==> config.mk <==
export PLATFORM = sky130hd
export DESIGN_NAME = fir_decimator
export DESIGN_NICKNAME = d
export VERILOG_FILES = /design/src/rtl/fir_decimator.sv
export SDC_FILE = /design/constraint.sdc
export NUM_CORES = 1
export LEC_CHECK = 0
export CAP_MARGIN = 20
export CORE_UTILIZATION = 30
export CTS_CLUSTER_SIZE = 24
export DETAILED_ROUTE_END_ITERATION = 10
export DONT_BUFFER_PORTS = 1
export MAX_ROUTING_LAYER = met4
export SYNTH_ARGS = -nofsm -noshare
export SYNTH_HDL_FRONTEND = slang
export SYNTH_SLANG_ARGS = --single-unit
==> constraint.sdc <==
create_clock -name clk -period 2.6 [get_ports clk]
set_input_delay 0.65 -clock clk [delete_from_list [all_inputs] [get_ports clk]]
set_output_delay 0.65 -clock clk [all_outputs]
set_load 0.1 [all_outputs]
==> src/rtl/fir_decimator.sv <==
// fir_decimator: decimate-by-DECIM_FACTOR stage behind the FIR filter.
// Keeps the accepted beat whose index within each group equals DECIM_PHASE.
// Kept beats go through a 2-entry skid buffer, so output backpressure never
// drops data. A tlast on a dropped beat is carried forward to the next kept
// beat.
// Optional build macro: FIR_DECIM_FRAME_ALIGN_EN. When it is defined, any
// accepted beat with tlast restarts the phase counter at 0.
module fir_decimator #(
   parameter int DATA_WIDTH   = 16,
   parameter int DECIM_FACTOR = 4,
   parameter int DECIM_PHASE  = 0
) (
   input  logic                  clk,
   input  logic                  reset,
   input  logic [DATA_WIDTH-1:0] s_axis_dec_tdata,
   input  logic                  s_axis_dec_tvalid,
   output logic                  s_axis_dec_tready,
   input  logic                  s_axis_dec_tlast,
   output logic [DATA_WIDTH-1:0] m_axis_dec_tdata,
   output logic                  m_axis_dec_tvalid,
   input  logic                  m_axis_dec_tready,
   output logic                  m_axis_dec_tlast,
   output logic [((DECIM_FACTOR > 1) ? $clog2(DECIM_FACTOR) : 1)-1:0] dec_phase
);

   localparam int PW = (DECIM_FACTOR > 1) ? $clog2(DECIM_FACTOR) : 1;
   localparam logic [PW-1:0] PHASE_K = PW'(DECIM_PHASE);
   localparam logic [PW-1:0] LAST_K  = PW'((DECIM_FACTOR > 1) ? DECIM_FACTOR - 1 : 0);

   if (DECIM_FACTOR < 1) begin : g_bad_factor
      $error("fir_decimator: DECIM_FACTOR must be >= 1");
   end
   if (DECIM_PHASE < 0 || DECIM_PHASE >= DECIM_FACTOR) begin : g_bad_phase
      $error("fir_decimator: DECIM_PHASE must be in 0..DECIM_FACTOR-1");
   end

   logic [PW-1:0]         phase_q, phase_d;
   logic                  pend_q, pend_d;
   logic [1:0]            cnt_q, cnt_d;
   logic                  s_ready_q, s_ready_d;
   logic [DATA_WIDTH-1:0] e0_data_q, e0_data_d, e1_data_q, e1_data_d;
   logic                  e0_last_q, e0_last_d, e1_last_q, e1_last_d;

   logic accept, keep, pop, in_last;

   assign accept  = s_axis_dec_tvalid & s_ready_q;
   assign keep    = accept & (phase_q == PHASE_K);
   assign pop     = (cnt_q != 2'd0) & m_axis_dec_tready;
   assign in_last = s_axis_dec_tlast | pend_q;

   // Next-state for phase counter, carried tlast and the skid buffer.
   always_comb begin
      phase_d   = phase_q;
      pend_d    = pend_q;
      cnt_d     = cnt_q;
      e0_data_d = e0_data_q;
      e0_last_d = e0_last_q;
      e1_data_d = e1_data_q;
      e1_last_d = e1_last_q;

      if (accept) begin
         phase_d = (phase_q == LAST_K) ? '0 : phase_q + 1'b1;
`ifdef FIR_DECIM_FRAME_ALIGN_EN
         if (s_axis_dec_tlast) begin
            phase_d = '0;
         end
`endif
         if (keep) begin
            pend_d = 1'b0;
         end else if (s_axis_dec_tlast) begin
            pend_d = 1'b1;
         end
      end

      case ({keep, pop})
         2'b10: begin
            if (cnt_q == 2'd0) begin
               e0_data_d = s_axis_dec_tdata;
               e0_last_d = in_last;
               cnt_d     = 2'd1;
            end else begin
               e1_data_d = s_axis_dec_tdata;
               e1_last_d = in_last;
               cnt_d     = 2'd2;
            end
         end
         2'b01: begin
            e0_data_d = e1_data_q;
            e0_last_d = e1_last_q;
            cnt_d     = cnt_q - 2'd1;
         end
         2'b11: begin
            // Push while popping: a full buffer cannot accept, so this is
            // the count-1 case; the new beat replaces the head directly.
            if (cnt_q == 2'd2) begin
               e0_data_d = e1_data_q;
               e0_last_d = e1_last_q;
               e1_data_d = s_axis_dec_tdata;
               e1_last_d = in_last;
            end else begin
               e0_data_d = s_axis_dec_tdata;
               e0_last_d = in_last;
            end
         end
         default: ;
      endcase

      s_ready_d = (cnt_d < 2'd2);
   end

   // State registers; reset discards buffered beats and drops ready.
   always_ff @(posedge clk or negedge reset) begin
      if (!reset) begin
         phase_q   <= '0;
         pend_q    <= 1'b0;
         cnt_q     <= 2'd0;
         s_ready_q <= 1'b0;
         e0_data_q <= '0;
         e0_last_q <= 1'b0;
         e1_data_q <= '0;
         e1_last_q <= 1'b0;
      end else begin
         phase_q   <= phase_d;
         pend_q    <= pend_d;
         cnt_q     <= cnt_d;
         s_ready_q <= s_ready_d;
         e0_data_q <= e0_data_d;
         e0_last_q <= e0_last_d;
         e1_data_q <= e1_data_d;
         e1_last_q <= e1_last_d;
      end
   end

   assign s_axis_dec_tready = s_ready_q;
   assign m_axis_dec_tvalid = (cnt_q != 2'd0);
   assign m_axis_dec_tdata  = e0_data_q;
   assign m_axis_dec_tlast  = e0_last_q;
   assign dec_phase         = phase_q;

endmodule

==> results of run 1 <==
[critical path, delay by kind of cell, from the launching register on]
kind,cells,cell delay [ns]
buffers and inverters,3,0.76
flip-flops,1,0.43
adder cells (fa/ha/maj),1,0.19
[kinds of logic (layout without fill, tap and decap cells)]
logic type	after synthesis	count (layout)	synth area share
AO/OA/AOI/OAI	49	49	0.184
AND/OR/NAND/NOR	49	49	0.110
flip-flops	40	40	0.461
multiplexers	28	28	0.152
buffers and inverters	22	41	0.0576
adder cells (fa/ha/maj)	6	6	0.0346
[routing by layer]
layer | track usage | up-vias | wire length (microns)
li1 | - | 748 | -
met3 | 0.0616 | 6 | 424
met1 | 0.167 | 791 | 2190
met2 | 0.229 | 40 | 2330
met5 | - | - | 0
met4 | 0.0424 | 0 | 53
[worst min-delay path by stage]
stage / start / to / slack (ns) / cells past startpoint
after CTS: reset / e1_data_q[15] / 0.03 / 0
after global placement: reset / e1_data_q[15] / 0.36 / 0
final: reset / e1_data_q[15] / 0.04 / 0
after detailed placement: reset / e1_data_q[11] / 0.36 / 0
after floorplan: reset / async pin / 0.35 / 0
after global routing: reset / m_axis_dec_tdata[6] / 0.03 / 0
[cells in the final DEF, fill, tap and decap left out, drive strengths merged]
master and instances:
a21oi 3, inv 7, mux2i 12, nand2 13, a211o 6, buf 26
o21ai 4, a311oi 1, o32a 1, bufinv 2, a31oi 1, dfrtp 40
a32o 2, nor2 12, a21o 1, o22a 10, o221ai 1, o221a 5
clkinv 1, nor2b 1, nand3 2, nand4 1, or2 1, a32oi 1
nand2b 3, nor3 12, o21a 1, a2111oi 1, mux2 16, and3 1
and2 1, nand3b 1, ha 6, clkbuf 5, o211ai 11, and4b 1
[layout make-up]
class                           count  area (sq um)
Inverter                            8          30.0
Tap cell                           96           120
Fill cell                         718          4390
Sequential cell                    40          1000
Multi-Input combinational cell    132          1040
Clock inverter                      2          60.1
Clock buffer                        5          68.8
Timing Repair Buffer               26           195
[stage by stage]
| stage | std cells | util | setup slack, ns | hold slack (ns) |
|---|---|---|---|---|
| 2_1_floorplan | 194 | - | 0.270 | 0.354 |
| 3_3_place_gp | 302 | 0.346 | 0.373 | 0.355 |
| 3_5_place_dp | 302 | 0.346 | 0.299 | 0.355 |
| 4_1_cts | 309 | 0.365 | 0.279 | 0.0346 |
| 5_1_grt | 309 | 0.365 | 0.112 | 0.0280 |
| 6_report | 309 | 0.365 | 0.273 | 0.0420 |
[flip-flops by register name, indices dropped and copies added, names as in the netlist, named ones only]
name / cells
e1_last_q: 1
m_axis_dec_tlast: 1
pend_q: 1
dec_phase: 2
m_axis_dec_tdata: 16
s_axis_dec_tready: 1
e1_data_q: 16
cnt_q: 1
==> impl_metrics.csv, run 1 <==
group,metric,value,unit
synthesis,yosys_register_bits,40,
clock_network,hold_buffers,0,
synthesis,ys.flop_type,"dfrtp_1",
final_layout,areaGrowthSynthToFinish,16.1,%
clock_network,cts.reportedPaths.clkPinSlew,0.08,ns
synthesis,syn-instance-count,194,
timing,period_needed,2.33,ns
grt,grt_usage,0.145,
timing,rsz0062_at_grt,"no",
routing,drt-total-wl,5000,microns
critical_path,regToRegStartpoint,"cnt_q[0]",
critical_path,reg2reg_to,"m_axis_dec_tdata[14]",
critical_path,rrSetupSlack,0.32,ns
timing,slew_headroom,0.408,
timing,fin_skew,0.00686,ns
run,cap_viol_max_count,0,
synthesis,synth.most_common_cell,"dfrtp_1",
critical_path,startpoint,"cnt_q[0]",
worst_hold_path,hp-class,"primary input to async pin",
placed_design,gp_congestion,0.775,
critical_path,crit_path_start_kind,"flip-flop",
routing,drtIter0Drc,58,
clock_network,ctsResizeCount,0,
synthesis,yosys-top-cells-count,"dfrtp_1 (40), nand2_1 (13), mux2i_1 (12), nor2_1 (12), nor3_1 (12)",
critical_path,slowest_stage,"dfrtp_1",
clock_network,cts_setup_buffers,0,
clock_network,cts_tree,"done",
die,pin_count,42,
synthesis,async_flop_share,1.00,
routing,antenna_left,0,
routing,drcViolationCount,0,
die,dieWidth,87.1,microns
critical_path,crit_path_cell_trace,"inv_1 -> ha_1 -> clkinv_1 -> buf_4",
synthesis,ys_warn_count,0,
grt,grt_pass1_vias,1668,
final_layout,final_area,2520,sq um
synthesis,synth_top_area_frac,0.461,
final_layout,antenna_cells,0,
critical_path,cpPeakStageDelay,0.43,ns
grt,grt.overflow.total,0,
grt,grt_max_degree,41,
timing,hold_viol_final,0,
synthesis,synth-edff-count,0,
critical_path,worstSetupEndpoint,"m_axis_dec_tvalid",
outcome,status,"completed",
final_layout,drive_above_1_share,0.263,
synthesis,synth_nets,221,
die,core,6910,sq um
clock_network,cts_root_buffer,"clkbuf_8",
die,fp.dieH,87.1,microns
timing,setup_tns,0,ns
routing,via_count,1585,
timing,setup_viol,0,
clock_network,cts_sinks,40,
timing,worst_slew_pin_slew,0.888,ns
die,start_util,0.314,
clock_network,h-tree-depth,2,
timing,slew_viol_final,0,
timing,fin_crit_sh,0.895,
clock_network,cts-buffers-inserted,5,
synthesis,synth_area_leaders,"dfrtp_1 (46%), mux2i_1 (5.5%), mux2_4 (5.5%)",
routing,viasPerCell,5.13,
routing,wl_per_cell,16.2,microns
placed_design,hpwl,3470,microns
timing,fmax,430,MHz
synthesis,ys_types,39,
grt,grt_pass1_wl,8220,microns
final_layout,final_nets,240,
clock_network,clockBufferDepth,2,
placed_design,placed_area,2390,sq um
routing,drtPass1Iterations,4,
grt,antenna_found_initial,0,
synthesis,syn-cell-area,2170,sq um
die,dieArea,7580,sq um
die,row_count,30,
synthesis,yosysSeqAreaShare,0.461,
clock_network,clk_latency,0.29,ns
synthesis,avgSynthCellArea,11.2,sq um
critical_path,reg2reg_depth,6,
placed_design,port_buffers,0,
critical_path,required,1.95,ns
critical_path,cp_max_fo,9,
synthesis,synth_top_cell_by_area,"dfrtp_1",
critical_path,cp-end-kind,"primary output",
critical_path,cp.arrival,1.68,ns
critical_path,crit_type,"flip-flop to primary output",
Power of run 1 is not shown: default switching activity piles up to over one toggle a cycle in this logic, so the estimate is an artifact.
==> run 2, diff against run 1 <==
GPL_TIMING_DRIVEN = 1   (was unset)
MAX_ROUTING_LAYER = unset   (was met4)
==> run 2 against run 1 <==
Sequential share of layout area did not move; wire length fell by 0.90%; fmax fell by 0.43%; non-clock buffer count did not move; core utilization did not move; worst setup slack got worse by 0.010 ns; flip-flop and latch count did not move; final cell count did not move; worst hold slack improved by 0.0012 ns; global-route usage fell by 0.40 points; register-to-register slack barely moved; clock skew fell by 0.0012 ns.
==> impl_metrics.csv, run 2 (synthesis results as in run 1) <==
group,metric,value,unit
clock_network,clockBufferDepth,2,
critical_path,crit_family,"buffers and inverters",
die,core,6910,sq um
critical_path,regToRegStartpoint,"cnt_q[0]",
clock_network,hold_buffers,0,
clock_network,ctsResizeCount,0,
critical_path,required,1.95,ns
clock_network,cts.reportedPaths.clkPinSlew,0.08,ns
clock_network,h-tree-depth,2,
die,pin_count,42,
timing,slew_headroom,0.408,
critical_path,cp_max_fo,9,
timing,rsz0062_at_grt,"no",
grt,grt_usage,0.141,
final_layout,final_nets,240,
die,dieArea,7580,sq um
final_layout,fill_cells,718,
final_layout,final_common_cell,"dfrtp_1",
die,row_count,30,
critical_path,cp-end-kind,"primary output",
timing,fmax,428,MHz
outcome,status,"completed",
clock_network,clk_latency,0.29,ns
grt,grt_pass1_vias,1675,
routing,antenna_left,0,
timing,setup_tns,0,ns
routing,drtIter0Drc,59,
timing,worst_slack,0.263,ns
grt,grt_pass1_wl,8220,microns
final_layout,final_core_util,0.365,
clock_network,cts-buffers-inserted,5,
die,dieWidth,87.1,microns
placed_design,gp_congestion,0.765,
clock_network,cts_setup_buffers,0,
routing,drcViolationCount,0,
critical_path,cpPeakStageDelay,0.43,ns
grt,grt.overflow.total,0,
critical_path,cp.arrival,1.69,ns
timing,period_needed,2.34,ns
timing,fin_crit_sh,0.899,
clock_network,cts_sinks,40,
critical_path,reg2reg_to,"m_axis_dec_tdata[14]",
worst_hold_path,hp-class,"primary input to async pin",
routing,viasPerCell,5.15,
clock_network,cts_tree,"done",
placed_design,place_ws,0.299,ns
routing,drtPass1Iterations,4,
clock_network,cts_root_buffer,"clkbuf_8",
timing,worst_slew_pin_slew,0.888,ns
final_layout,drive_above_1_share,0.263,
critical_path,crit_path_cell_trace,"inv_1 -> ha_1 -> clkinv_1 -> buf_4",
critical_path,crit_path_start_kind,"flip-flop",
final_layout,antenna_cells,0,
grt,grt_max_degree,41,
timing,hold_ws,0.0432,ns
timing,hold_viol_final,0,
die,start_util,0.314,
final_layout,final_cell_mix,"dfrtp_1 (40), buf_4 (26), nand2_1 (13)",
placed_design,port_buffers,0,
placed_design,hpwl,3470,microns
critical_path,rrSetupSlack,0.31,ns
grt,antenna_found_initial,0,
run,cap_viol_max_count,0,
timing,setup_viol,0,
critical_path,reg2reg_depth,6,
critical_path,slowest_stage,"dfrtp_1",
critical_path,crit_type,"flip-flop to primary output",
timing,slew_viol_final,0,
die,fp.dieH,87.1,microns
routing,drt-total-wl,4950,microns
critical_path,path_buf_inv,3,
timing,fin_skew,0.00566,ns
final_layout,areaGrowthSynthToFinish,16.1,%
routing,via_count,1590,
routing,wl_per_cell,16.0,microns
[run 2: cell counts in the layout (fill, tap and decap cells not counted)]
No cell type changed its count.
[run 2: routing by layer]
metal | GRT usage | wire (microns)
met2 | 0.229 | 2330
met3 | 0.0654 | 427
met5 | 0 | 0
met1 | 0.165 | 2140
met4 | 0.0424 | 51
[run 2: per-stage QoR]
step | cells | instance area [sq um]
final | 309 | 2520
after global routing | 309 | 2520
after CTS | 309 | 2520
after detailed placement | 302 | 2390
after global placement | 302 | 2390
after floorplan | 194 | 2170
[run 2: final cells by class]
| cell class | count | area [sq um] | share of cell area |
|---|---|---|---|
| inverters | 8 | 30.0 | 0.0119 |
| flip-flops and latches | 40 | 1000 | 0.397 |
| well taps | 96 | 120 | 0.0477 |
| clock inverters | 2 | 60.1 | 0.0238 |
| clock buffers | 5 | 68.8 | 0.0273 |
| repair buffers | 26 | 195 | 0.0775 |
| multi-input cells | 132 | 1040 | 0.415 |
[run 2: worst max path at each step]
stage	from	to	slack, ns	cells past startpoint
after floorplan	cnt_q[0]	s_axis_dec_tready	0.27	6
after CTS	cnt_q[0]	m_axis_dec_tvalid	0.28	4
after detailed placement	cnt_q[0]	m_axis_dec_tdata[14]	0.30	6
final	cnt_q[0]	m_axis_dec_tvalid	0.26	4
after global routing	cnt_q[0]	m_axis_dec_tdata[14]	0.11	6
after global placement	cnt_q[0]	m_axis_dec_tdata[15]	0.37	6
[run 2: worst register-to-register path: stages (launching register included)]
cell      delay [ns]
dfrtp_1         0.43
inv_1           0.15
ha_1            0.20
buf_4           0.28
nand2b_4        0.29
nand2_1         0.41
o221a_2         0.43
Power of run 2 is left out for the same reason.
==> RTL edit (settings of run 1) <==
Set the parameter `DECIM_FACTOR` to 8 (it was 4).
--- a/src/rtl/fir_decimator.sv
+++ b/src/rtl/fir_decimator.sv
@@ -7,7 +7,7 @@
 // accepted beat with tlast restarts the phase counter at 0.
 module fir_decimator #(
    parameter int DATA_WIDTH   = 16,
-   parameter int DECIM_FACTOR = 4,
+   parameter int DECIM_FACTOR = 8,
    parameter int DECIM_PHASE  = 0
 ) (
    input  logic                  clk,
Interface: changed (resized dec_phase); port bits go from 42 to 43. The function was not compared with the original's and may differ.
==> RTL edit against run 1 <==
Clock skew fell by 0.0014 ns; hold slack improved by 0.0084 ns; worst setup slack improved by 0.082 ns; sequential cell count rose by 1; maximum frequency rose by 3.7%; area after synthesis fell by 13%; cell area fell by 16%; wire length fell by 28%; largest cell class is now sequential cells.
Power is left out: the tool's default activity adds up to more than one toggle a clock period on the data nets, which glitch-free logic cannot reach.
==> RTL edit: results (changes against run 1) <==
stage,metric,value,unit,change
synth,Synth area leaders,"dfrtp_1 (54%), mux2_2 (21%), a22o_1 (7.9%), ha_1 (5.3%), a21o_1 (1.6%)",,"was dfrtp_1 (46%), mux2i_1 (5.5%), mux2_4 (5.5%), mux2_2 (4.1%), o22a_1 (4.0%)"
placement,placed cell count,213,,was 302
synth,Adder-Cell Fraction of Synth Area,5.28,%,was 3.46%
placement,dpl cell area,2010,µm²,was 2390 µm²
layout,post-route non-filler standard cell count,221,,was 309
route,DRT iter0 DRCs,55,,was 58
placement,Final Wtd Congestion,0.822,,was 0.775
synth,multiplexer share of the synthesized area,22.4,%,was 15.2%
grt,total track usage,11.9,%,was 14.5%
setup_path,CP max-delay cell,dfrtp_2,,was dfrtp_1
route,metal3 WL,257,µm,was 424 µm
setup_path,WP data arrival,2.41,ns,was 1.68 ns
route,Met2 Wirelength,1.93,mm,was 2.33 mm
route,wl on met1,1.37,mm,was 2.19 mm
layout,Fill cells,577,,was 718
timing,Setup Skew,0.00546,ns,was 0.00686 ns
route,vias,1119,,was 1585
grt,vias in the first global route,1199,,was 1668
placement,DP HPWL,2.56,mm,was 3.47 mm
timing,fmax,0.446,GHz,was 0.430 GHz
synth,most frequent cells after synthesis,"dfrtp_1 (41), mux2_2 (36), a22o_1 (17)",,"was dfrtp_1 (40), nand2_1 (13), mux2i_1 (12), nor2_1 (12), nor3_1 (12)"
layout,Nets,174,,was 240
setup_path,CP peak stage delay,0.40,ns,was 0.43 ns
synth,cell count after synthesis,136,,was 194
synth,"Seq/Total Area, Yosys",54.1,%,was 46.1%
grt,largest net degree at the start of global routing,42,,was 41
setup_path,Crit Path Max Fanout,17,,was 9
route,WL final,3.59,mm,was 5.00 mm
synth,Synth Area in Compound Gates,11.6,%,was 18.4%
status,status,"complete, no violations",,unchanged
RTL edit: cell types whose count changed in the layout (fill, tap and decap cells not counted), sizes merged, moves of 10 or more:
| cell | before | now |
|---|---|---|
| mux2 | 16 | 36 |
| o211ai | 11 | 0 |
| mux2i | 12 | 2 |
| buf | 26 | 9 |
| nor2 | 12 | 1 |
| nand2 | 13 | 2 |
| a22o | 0 | 17 |
| nor3 | 12 | 1 |
| o22a | 10 | 0 |
RTL edit: worst paths after layout:
kind                                    from                   to  depth (start not counted)
min in group clk                      pend_q               pend_q                          2
worst max-delay path            dec_phase[0]  m_axis_dec_tdata[8]                          8
max in group asynchronous              reset  m_axis_dec_tdata[3]                          0
worst min register to register        pend_q               pend_q                          2
worst max register to register  dec_phase[0]  m_axis_dec_tdata[8]                          8
worst min-delay path                   reset     m_axis_dec_tlast                          0
RTL edit: metrics by stage:
stage,util [%],hold WS [ns]
floorplan,-,0.354
global placement,33.5,0.356
detailed placement,33.5,0.355
CTS,35.2,0.0371
global route,35.2,0.0259
finish,35.2,0.0504
RTL edit: layer usage:
metal | up-vias | track usage (%)
li1 | 507 | -
met1 | 575 | 12.0
met2 | 35 | 20.2
met3 | 2 | 4.89
met4 | 0 | 5.54
met5 | - | -
RTL edit: cells by family after synthesis:
kind of cell | Yosys count
AND/OR/NAND/NOR | 7
adder cells (fa/ha/maj) | 8
AO/OA/AOI/OAI | 27
multiplexers | 38
buffers and inverters | 15
flip-flops | 41
RTL edit: layout make-up:
cell class	instances	area, µm²	share of cell area [%]
Clock buffer	7	96.3	4.57
Clock inverter	1	5.00	0.237
Inverter	8	30.0	1.42
Multi-Input combinational cell	80	787	37.3
Sequential cell	41	1030	48.8
Tap cell	75	93.8	4.45
Timing Repair Buffer	9	67.6	3.20
